### src/rtl/addr8s_tmr_sched_if.sv
// Requester / consumer bundle for the shared-adder scheduler.
// The master side presents requests and accepts responses; the slave side is the scheduler.
interface addr8s_tmr_sched_if #(
    parameter int NREQ = 4
);
    logic [NREQ-1:0]   req_valid;
    logic [8*NREQ-1:0] req_a;
    logic [8*NREQ-1:0] req_b;
    logic [NREQ-1:0]   req_ready;
    logic              rsp_valid;
    logic              rsp_ready;
    logic [2:0]        rsp_id;
    logic [8:0]        rsp_sum;
    logic              rsp_fault;
    logic              rsp_err;

    modport master (
        output req_valid, req_a, req_b, rsp_ready,
        input  req_ready, rsp_valid, rsp_id, rsp_sum, rsp_fault, rsp_err
    );

    modport slave (
        input  req_valid, req_a, req_b, rsp_ready,
        output req_ready, rsp_valid, rsp_id, rsp_sum, rsp_fault, rsp_err
    );
endinterface

### src/rtl/addr8s_tmr_sched.sv
// Round-robin scheduler sharing one external 8-bit adder among NREQ requesters,
// with temporal redundancy: two compared passes, plus a voting third pass on mismatch.
module addr8s_tmr_sched #(
    parameter int NREQ   = 4,
    parameter bit CMP_EN = 1'b1
) (
    input  logic                    clk,
    input  logic                    rst_n,
    addr8s_tmr_sched_if.slave       bus,
    output logic [7:0]              add_a,
    output logic [7:0]              add_b,
    input  logic [8:0]              add_sum,
    output logic [7:0]              fault_cnt
);

    typedef enum logic [2:0] {
        ST_IDLE  = 3'd0,
        ST_EXEC1 = 3'd1,
        ST_EXEC2 = 3'd2,
        ST_EXEC3 = 3'd3,
        ST_RESP  = 3'd4
    } state_t;

    state_t      state_r, state_nxt_s;
    logic [2:0]  ptr_r, gid_r;
    logic [7:0]  add_a_r, add_b_r;
    logic [8:0]  r1_r, r2_r;
    logic [8:0]  rsp_sum_r;
    logic        rsp_valid_r, rsp_fault_r, rsp_err_r;
    logic [7:0]  fault_cnt_r;

    logic [7:0]  vld8_s;
    logic [63:0] a64_s, b64_s;
    logic [3:0]  scan_idx_s;
    logic        gnt_any_s;
    logic [2:0]  gnt_id_s;
    logic [7:0]  gnt_oh8_s;
    logic        rsp_load_s, rsp_fault_nxt_s, rsp_err_nxt_s, hs_s;
    logic [8:0]  rsp_sum_nxt_s;

    // Zero-extend requester buses to the 8-slot maximum so indices are fixed width
    assign vld8_s = 8'(bus.req_valid);
    assign a64_s  = 64'(bus.req_a);
    assign b64_s  = 64'(bus.req_b);

    // Round-robin search: first pending requester at or after ptr, wrapping
    always_comb begin
        gnt_any_s  = 1'b0;
        gnt_id_s   = 3'd0;
        scan_idx_s = 4'd0;
        for (int k = 0; k < NREQ; k++) begin
            scan_idx_s = {1'b0, ptr_r} + 4'(k);
            if (scan_idx_s >= 4'(NREQ)) begin
                scan_idx_s = scan_idx_s - 4'(NREQ);
            end else begin
                scan_idx_s = scan_idx_s;
            end
            if (!gnt_any_s && vld8_s[scan_idx_s[2:0]]) begin
                gnt_any_s = 1'b1;
                gnt_id_s  = scan_idx_s[2:0];
            end else begin
                gnt_any_s = gnt_any_s;
            end
        end
    end

    assign gnt_oh8_s = 8'd1 << gnt_id_s;
    assign hs_s      = rsp_valid_r & bus.rsp_ready;

    // Next-state, accept strobe and vote resolution
    always_comb begin
        state_nxt_s     = state_r;
        bus.req_ready   = '0;
        rsp_load_s      = 1'b0;
        rsp_sum_nxt_s   = r1_r;
        rsp_fault_nxt_s = 1'b0;
        rsp_err_nxt_s   = 1'b0;
        case (state_r)
            ST_IDLE: begin
                if (gnt_any_s) begin
                    bus.req_ready = gnt_oh8_s[NREQ-1:0];
                    state_nxt_s   = ST_EXEC1;
                end else begin
                    state_nxt_s   = ST_IDLE;
                end
            end
            ST_EXEC1: begin
                if (CMP_EN == 1'b0) begin
                    rsp_load_s    = 1'b1;
                    rsp_sum_nxt_s = add_sum;
                    state_nxt_s   = ST_RESP;
                end else begin
                    state_nxt_s   = ST_EXEC2;
                end
            end
            ST_EXEC2: begin
                if (add_sum == r1_r) begin
                    rsp_load_s  = 1'b1;
                    state_nxt_s = ST_RESP;
                end else begin
                    state_nxt_s = ST_EXEC3;
                end
            end
            ST_EXEC3: begin
                rsp_load_s  = 1'b1;
                state_nxt_s = ST_RESP;
                if (add_sum == r1_r) begin
                    rsp_fault_nxt_s = 1'b1;
                end else if (add_sum == r2_r) begin
                    rsp_sum_nxt_s   = r2_r;
                    rsp_fault_nxt_s = 1'b1;
                end else begin
                    rsp_err_nxt_s   = 1'b1;
                end
            end
            ST_RESP: begin
                if (hs_s) begin
                    state_nxt_s = ST_IDLE;
                end else begin
                    state_nxt_s = ST_RESP;
                end
            end
            default: begin
                state_nxt_s = ST_IDLE;
            end
        endcase
    end

    // State register
    always_ff @(posedge clk or negedge rst_n) begin
        if (!rst_n) begin
            state_r <= ST_IDLE;
        end else begin
            state_r <= state_nxt_s;
        end
    end

    // Operand latch, pass capture, response registers, fault counter and pointer
    always_ff @(posedge clk or negedge rst_n) begin
        if (!rst_n) begin
            ptr_r       <= 3'd0;
            gid_r       <= 3'd0;
            add_a_r     <= 8'd0;
            add_b_r     <= 8'd0;
            r1_r        <= 9'd0;
            r2_r        <= 9'd0;
            rsp_sum_r   <= 9'd0;
            rsp_valid_r <= 1'b0;
            rsp_fault_r <= 1'b0;
            rsp_err_r   <= 1'b0;
            fault_cnt_r <= 8'd0;
        end else begin
            if (state_r == ST_IDLE && gnt_any_s) begin
                add_a_r <= a64_s[{gnt_id_s, 3'b000} +: 8];
                add_b_r <= b64_s[{gnt_id_s, 3'b000} +: 8];
                gid_r   <= gnt_id_s;
            end
            if (state_r == ST_EXEC1) begin
                r1_r <= add_sum;
            end
            if (state_r == ST_EXEC2) begin
                r2_r <= add_sum;
            end
            if (rsp_load_s) begin
                rsp_valid_r <= 1'b1;
                rsp_sum_r   <= rsp_sum_nxt_s;
                rsp_fault_r <= rsp_fault_nxt_s;
                rsp_err_r   <= rsp_err_nxt_s;
                if ((rsp_fault_nxt_s || rsp_err_nxt_s) && fault_cnt_r != 8'hFF) begin
                    fault_cnt_r <= fault_cnt_r + 8'd1;
                end
            end else if (hs_s) begin
                rsp_valid_r <= 1'b0;
                ptr_r       <= (gid_r == 3'(NREQ - 1)) ? 3'd0 : gid_r + 3'd1;
            end
        end
    end

    assign add_a         = add_a_r;
    assign add_b         = add_b_r;
    assign fault_cnt     = fault_cnt_r;
    assign bus.rsp_valid = rsp_valid_r;
    assign bus.rsp_id    = gid_r;
    assign bus.rsp_sum   = rsp_sum_r;
    assign bus.rsp_fault = rsp_fault_r;
    assign bus.rsp_err   = rsp_err_r;

endmodule

### src/flat_wrapper.sv
// flat-port wrapper written by rule: the top's interface ports become plain ports
module addr8s_tmr_sched_flat 
#(
    parameter int NREQ   = 4,
    parameter bit CMP_EN = 1'b1
)
  (clk, rst_n, add_a, add_b, add_sum, fault_cnt, bus_req_valid, bus_req_a, bus_req_b, bus_rsp_ready, bus_req_ready, bus_rsp_valid, bus_rsp_id, bus_rsp_sum, bus_rsp_fault, bus_rsp_err);
  addr8s_tmr_sched_if #(.NREQ(NREQ)) bus_i ();
  input  logic clk;
  input  logic rst_n;
  output logic [7:0] add_a;
  output logic [7:0] add_b;
  input  logic [8:0] add_sum;
  output logic [7:0] fault_cnt;
  input wire logic [$bits(bus_i.req_valid)-1:0] bus_req_valid;
  input wire logic [$bits(bus_i.req_a)-1:0] bus_req_a;
  input wire logic [$bits(bus_i.req_b)-1:0] bus_req_b;
  input wire logic [$bits(bus_i.rsp_ready)-1:0] bus_rsp_ready;
  output wire logic [$bits(bus_i.req_ready)-1:0] bus_req_ready;
  output wire logic [$bits(bus_i.rsp_valid)-1:0] bus_rsp_valid;
  output wire logic [$bits(bus_i.rsp_id)-1:0] bus_rsp_id;
  output wire logic [$bits(bus_i.rsp_sum)-1:0] bus_rsp_sum;
  output wire logic [$bits(bus_i.rsp_fault)-1:0] bus_rsp_fault;
  output wire logic [$bits(bus_i.rsp_err)-1:0] bus_rsp_err;
  assign bus_i.req_valid = bus_req_valid;
  assign bus_i.req_a = bus_req_a;
  assign bus_i.req_b = bus_req_b;
  assign bus_i.rsp_ready = bus_rsp_ready;
  assign bus_req_ready = bus_i.req_ready;
  assign bus_rsp_valid = bus_i.rsp_valid;
  assign bus_rsp_id = bus_i.rsp_id;
  assign bus_rsp_sum = bus_i.rsp_sum;
  assign bus_rsp_fault = bus_i.rsp_fault;
  assign bus_rsp_err = bus_i.rsp_err;
  addr8s_tmr_sched #(.NREQ(NREQ), .CMP_EN(CMP_EN)) u_core (.clk(clk), .rst_n(rst_n), .bus(bus_i), .add_a(add_a), .add_b(add_b), .add_sum(add_sum), .fault_cnt(fault_cnt));
endmodule
### config.mk
export PLATFORM = sky130hd
export DESIGN_NAME = addr8s_tmr_sched_flat
export DESIGN_NICKNAME = d
export VERILOG_FILES = /design/src/rtl/addr8s_tmr_sched_if.sv /design/src/rtl/addr8s_tmr_sched.sv /design/src/flat_wrapper.sv
export SDC_FILE = /design/constraint.sdc
export NUM_CORES = 1
export LEC_CHECK = 0
export BUFFER_PORTS_ARGS = -buffer_cell sky130_fd_sc_hd__buf_2
export CAP_MARGIN = 20
export CORE_ASPECT_RATIO = 1.4
export CORE_MARGIN = 1
export CORE_UTILIZATION = 50
export DETAILED_ROUTE_END_ITERATION = 10
export GPL_ROUTABILITY_DRIVEN = 0
export PLACE_DENSITY = 0.85
export SYNTH_ARGS = -nofsm -noshare
export SYNTH_HDL_FRONTEND = slang
export SYNTH_SLANG_ARGS = --single-unit
### constraint.sdc
create_clock -name clk -period 5.9 [get_ports clk]
set_input_delay 0.295 -clock clk [delete_from_list [all_inputs] [get_ports clk]]
set_output_delay 0.295 -clock clk [all_outputs]
set_load 0.03 [all_outputs]
After elaboration in Yosys (flattened, before gate mapping)
Index checks and enable logic that the tools add are counted.

Bits in registers: 63. Input bits: 80. Output and inout port bits: 43. Word-level logic and storage cells: 95.

$add $sub $neg: 9. Order comparisons: 8. Eq/ne operators: 8. Shift-type cells: 3. Multiplexer cells: 40. Bitwise operators: 2. Reduce and logical (&&, ||, !) cells: 13.

Operators by type and width (count): 64-bit by 7-bit indexed part select with 8-bit output (2); 3-bit 2-to-1 mux (11); 9-bit 2-to-1 mux (3); 9-bit equality test (2); 1-bit 2-to-1 mux (18); 3-bit by 4-bit less-than comparator with 1-bit output, second input constant (4); 3-bit case mux with 5 select lines (1); 1-bit binary-select mux with 3-bit select (4); 4-bit by 3-bit >= comparator with 1-bit output, second input constant (3); 3-bit subtractor, second input constant (4); 3-bit by 2-bit equality test with 1-bit output, second input constant (3); 3-bit by 2-bit adder with 4-bit output, second input constant (2); 8-bit by 1-bit adder with 8-bit output, second input constant (1); 4-bit 2-to-1 mux (2); 8-bit != test, second input constant (1); 1-bit logical AND (5); 3-bit by 1-bit adder with 4-bit output, second input constant (1); 2-bit AND reduction (2); 1-bit by 3-bit left shift with 4-bit output, first input constant (1); 3-bit by 1-bit adder with 3-bit output, second input constant (1); 3-bit by 1-bit equality test with 1-bit output, second input constant (1); 3-bit equality test, second input constant (1); 3-bit >= comparator, second input constant (1); 1-bit zero test (3); other kinds (6) (6).

Longest topological paths before layout
Depth after elaboration: 17. Mapped depth: 12.

Worst setup path after synthesis
No wires, ideal clock.

Path type: flip-flop to output port. Start point: register u_core.ptr_r[1]. End point: output port bus_req_ready[2]. Arrival: 2932 ps. Required time: 5605 ps. Setup slack: 2673 ps. Stages on the path, launching flop included: 11. Path through: dfrtp_1 > buf_2 > inv_1 > ha_1 > buf_6 > mux4_2 > o31a_1 > a2111o_1 > o31ai_4 > nand2b_1 > nor2_1.

Cells in the longest elaborated chain, start to end: 17.

RTL lines: from (decl) (RTL line addr8s_tmr_sched.sv:25) `logic [2:0] ptr_r, gid_r;`; from (signal assigned) (RTL line addr8s_tmr_sched.sv:174) `ptr_r <= (gid_r == 3'(NREQ - 1)) ? 3'd0 : gid_r + 3'd1;`; parallel branches: the longest is 15 deep, another holds 3-bit by 1-bit adder with 4-bit output; 4-bit 2-to-1 mux (*) (RTL line addr8s_tmr_sched.sv:80) `if (gnt_any_s) begin`; 4-bit 2-to-1 mux (*) (RTL line addr8s_tmr_sched.sv:78) `case (state_r)`; to (decl) (RTL line flat_wrapper.sv:19) `output wire logic [$bits(bus_i.req_ready)-1:0] bus_req_ready;`.

Every way passes the cells marked *. The select of a mux whose other input is x is not followed.

Worst setup path in the final report
Start point: register u_core.ptr_r[0]. End point: output port bus_req_ready[3].

Same word-level chain as after synthesis.

==> results.sh <==
export IMPL_p_leak_nw=2.29
export IMPL_grt_pass1_wl_um=14700
export IMPL_grt_max_degree=64
export IMPL_r2r_cells=9
export IMPL_ys_top_cells_by_area="dfrtp_1 (41%), mux2_2 (5.9%), a31oi_1 (5.4%), a211oi_1 (4.3%), xnor2_1 (4.1%)"
export IMPL_min_path_type="in2async"
export IMPL_vias=3390
export IMPL_clockRootBuffer="clkbuf_8"
export IMPL_fin_nets=586
export IMPL_dr_first_iter_drc_count=127
export IMPL_crit_path_end_kind="output port"
export IMPL_synth_edf_count=0
export IMPL_io_pins=123
export IMPL_yosysTopAreaCell="dfrtp_1"
export IMPL_cts_sinks=63
export IMPL_layout_min_cycle_time_ns=4.22
export IMPL_synth_seq_area_share_pct=41.2
export IMPL_dieHeight_um=105
export IMPL_antenna_found_initial=0
export IMPL_hold_slack_ns=0.120
export IMPL_wl_um=8800
export IMPL_worst_skew_pair_late_latency_ns=0.34
export IMPL_dr_pass1_iters=4
export IMPL_vias_per_cell=5.61
export IMPL_crit_arrival_ns=3.93
export IMPL_synth_seq_cells=63
export IMPL_clockBufferDepth=2
export IMPL_start_util_pct=51.9
export IMPL_antenna_cells=0
export IMPL_powerDensity_nw_per_um2=601
export IMPL_worstSetupStartpoint="u_core.ptr_r[0]"
export IMPL_dieArea_um2=8010
export IMPL_grt_ovfl_total=0
export IMPL_rows=37
export IMPL_coreArea_um2=7360
export IMPL_dp_cells=588
export IMPL_power_mw=2.81
export IMPL_regArea_um2=1580
export IMPL_critPathLaunchType="register"
export IMPL_wl_per_cell_um=14.6
export IMPL_grt_pass1_vias=3275
export IMPL_synth_cells=391
export IMPL_die_x_um=75.9
export IMPL_portBuffers=122
export IMPL_tns_ns=0
export IMPL_antenna_left=0
export IMPL_netlist_area_um2=3820
export IMPL_critical_path_class="reg2out"
export IMPL_fin_skew_ns=0.00957
export IMPL_hold_violations=0
export IMPL_cts_tree="done"
export IMPL_yosysUniqueCellTypes=46
export IMPL_htree_levels=3
export IMPL_fin_cells=604
export IMPL_slew_viol_final=0
export IMPL_final_fill_count=607
export IMPL_yosysMostFrequentCell="dfrtp_1"
export IMPL_ir_drop_mv=0.357
export IMPL_grt_setup_unrepaired="no"
export IMPL_async_flop_share_pct=100
export IMPL_track_usage_pct=22.8
export IMPL_fmax_mhz=237
export IMPL_cts_hold_fix_buffers=0
export IMPL_cts_resized=0
export IMPL_cts_buffers_inserted=9
export IMPL_reg2reg_from="u_core.ptr_r[0]"
export IMPL_synth_common_cells="dfrtp_1 (63), inv_1 (41), a31oi_1 (33), nand2_1 (28), nor2_1 (24)"
export IMPL_synth_top_area_share_pct=41.2
export IMPL_status="completed"
export IMPL_rrSetupSlack_ns=2.31
export IMPL_worst_path_max_fanout=18
export IMPL_drive_gt1_share_pct=38.1
export IMPL_clk_pin_slew_ns=0.07
export IMPL_worstReg2RegEnd="u_core.add_b[0]"
export IMPL_postCtsSetupBuffers=0
export IMPL_hpwl_um=6560
export IMPL_synthFlopType="dfrtp_1"
export IMPL_slew_headroom_pct=31.9
export IMPL_cp_required_ns=5.61
export IMPL_drv_cap=0
export IMPL_drc_errors=0
export IMPL_syn_avg_cell_area_um2=9.78
export IMPL_syn_nets=475
export IMPL_area_growth_syn_to_layout_pct=22.1
export IMPL_setup_violations_final=0
export IMPL_multi_input_area_um2=1970
export IMPL_ys_warn_count=0
export IMPL_utilization_pct=63.4
export IMPL_post_route_period_util_pct=71.6
export IMPL_worst_pin_slew_ns=1.02
==> cell families (layout without fill, tap and decap cells) <==
logic type               Yosys count  count (layout)  share of synthesized area, %
flip-flops                        63              63                          41.2
buffers and inverters             68             184                          7.43
AO/OA/AOI/OAI                    118             118                          24.5
adder cells (fa/ha/maj)            4               4                          1.31
multiplexers                      35              35                          10.5
XOR/XNOR                          25              25                          5.73
AND/OR/NAND/NOR                   78              78                          9.33
==> metrics by stage <==
step	cell area, um^2	setup slack [ns]
finish	4670	1.68
detailed placement	4470	2.08
floorplan	3820	2.67
global placement	4470	2.24
CTS	4670	1.71
global route	4670	1.42
==> how the worst max path moves through the flow <==
stage	endpoint	slack, ns	depth (start not counted)
after floorplan	bus_req_ready[2]	2.67	10
after global placement	bus_req_ready[3]	2.24	9
after detailed placement	bus_req_ready[3]	2.08	9
after CTS	bus_req_ready[3]	1.71	9
after global routing	bus_req_ready[3]	1.42	9
final	bus_req_ready[3]	1.68	9
==> state kept, by name, summed over array words and instances (netlist names), 8 cells and up <==
register            count
u_core.r1_r             9
u_core.fault_cnt        8
u_core.add_a            8
u_core.r2_r             9
u_core.bus.rsp_sum      9
u_core.add_b            8
==> power by group <==
group	internal, mW	total [mW]	switching [mW]
combinational	0.629	1.66	1.03
sequential	0.635	0.801	0.166
clock	0.187	0.349	0.162
==> cell usage in the layout (no fill, tap or decap), drive strengths merged, types with 12 or more instances in the layout <==
cell type	instances
mux2i	13
a31oi	33
nor2	24
a211oi	32
o31ai	18
clkbuf	12
buf	127
nand2	28
mux2	20
xnor2	18
dfrtp	63
inv	41
==> layer usage <==
layer | routed length (um) | GRT usage [%] | vias up
met2 | 4380 | 38.8 | 151
met1 | 3640 | 27.9 | 1597
li1 | - | - | 1628
met4 | 172 | 10.3 | 0
met3 | 596 | 4.24 | 14
met5 | 0 | 0 | -
==> layout make-up <==
cell class | count | area share (%)
clock inverter | 4 | 0.616
inverter | 41 | 3.30
multi-input combinational | 260 | 42.3
sequential | 63 | 33.8
tap | 97 | 2.60
clock buffer | 12 | 3.54
timing repair buffer | 127 | 13.9
==> worst max-delay path: stages, from the launching register on <==
cell      delay [ns]
dfrtp_1         0.57
inv_1           0.16
ha_1            0.54
mux4_2          0.60
o31a_1          0.16
a2111o_1        0.35
o31ai_4         0.69
nand2b_1        0.21
nor2_1          0.12
buf_2           0.20
No activity file was read; power rests on OpenSTA's default activity.
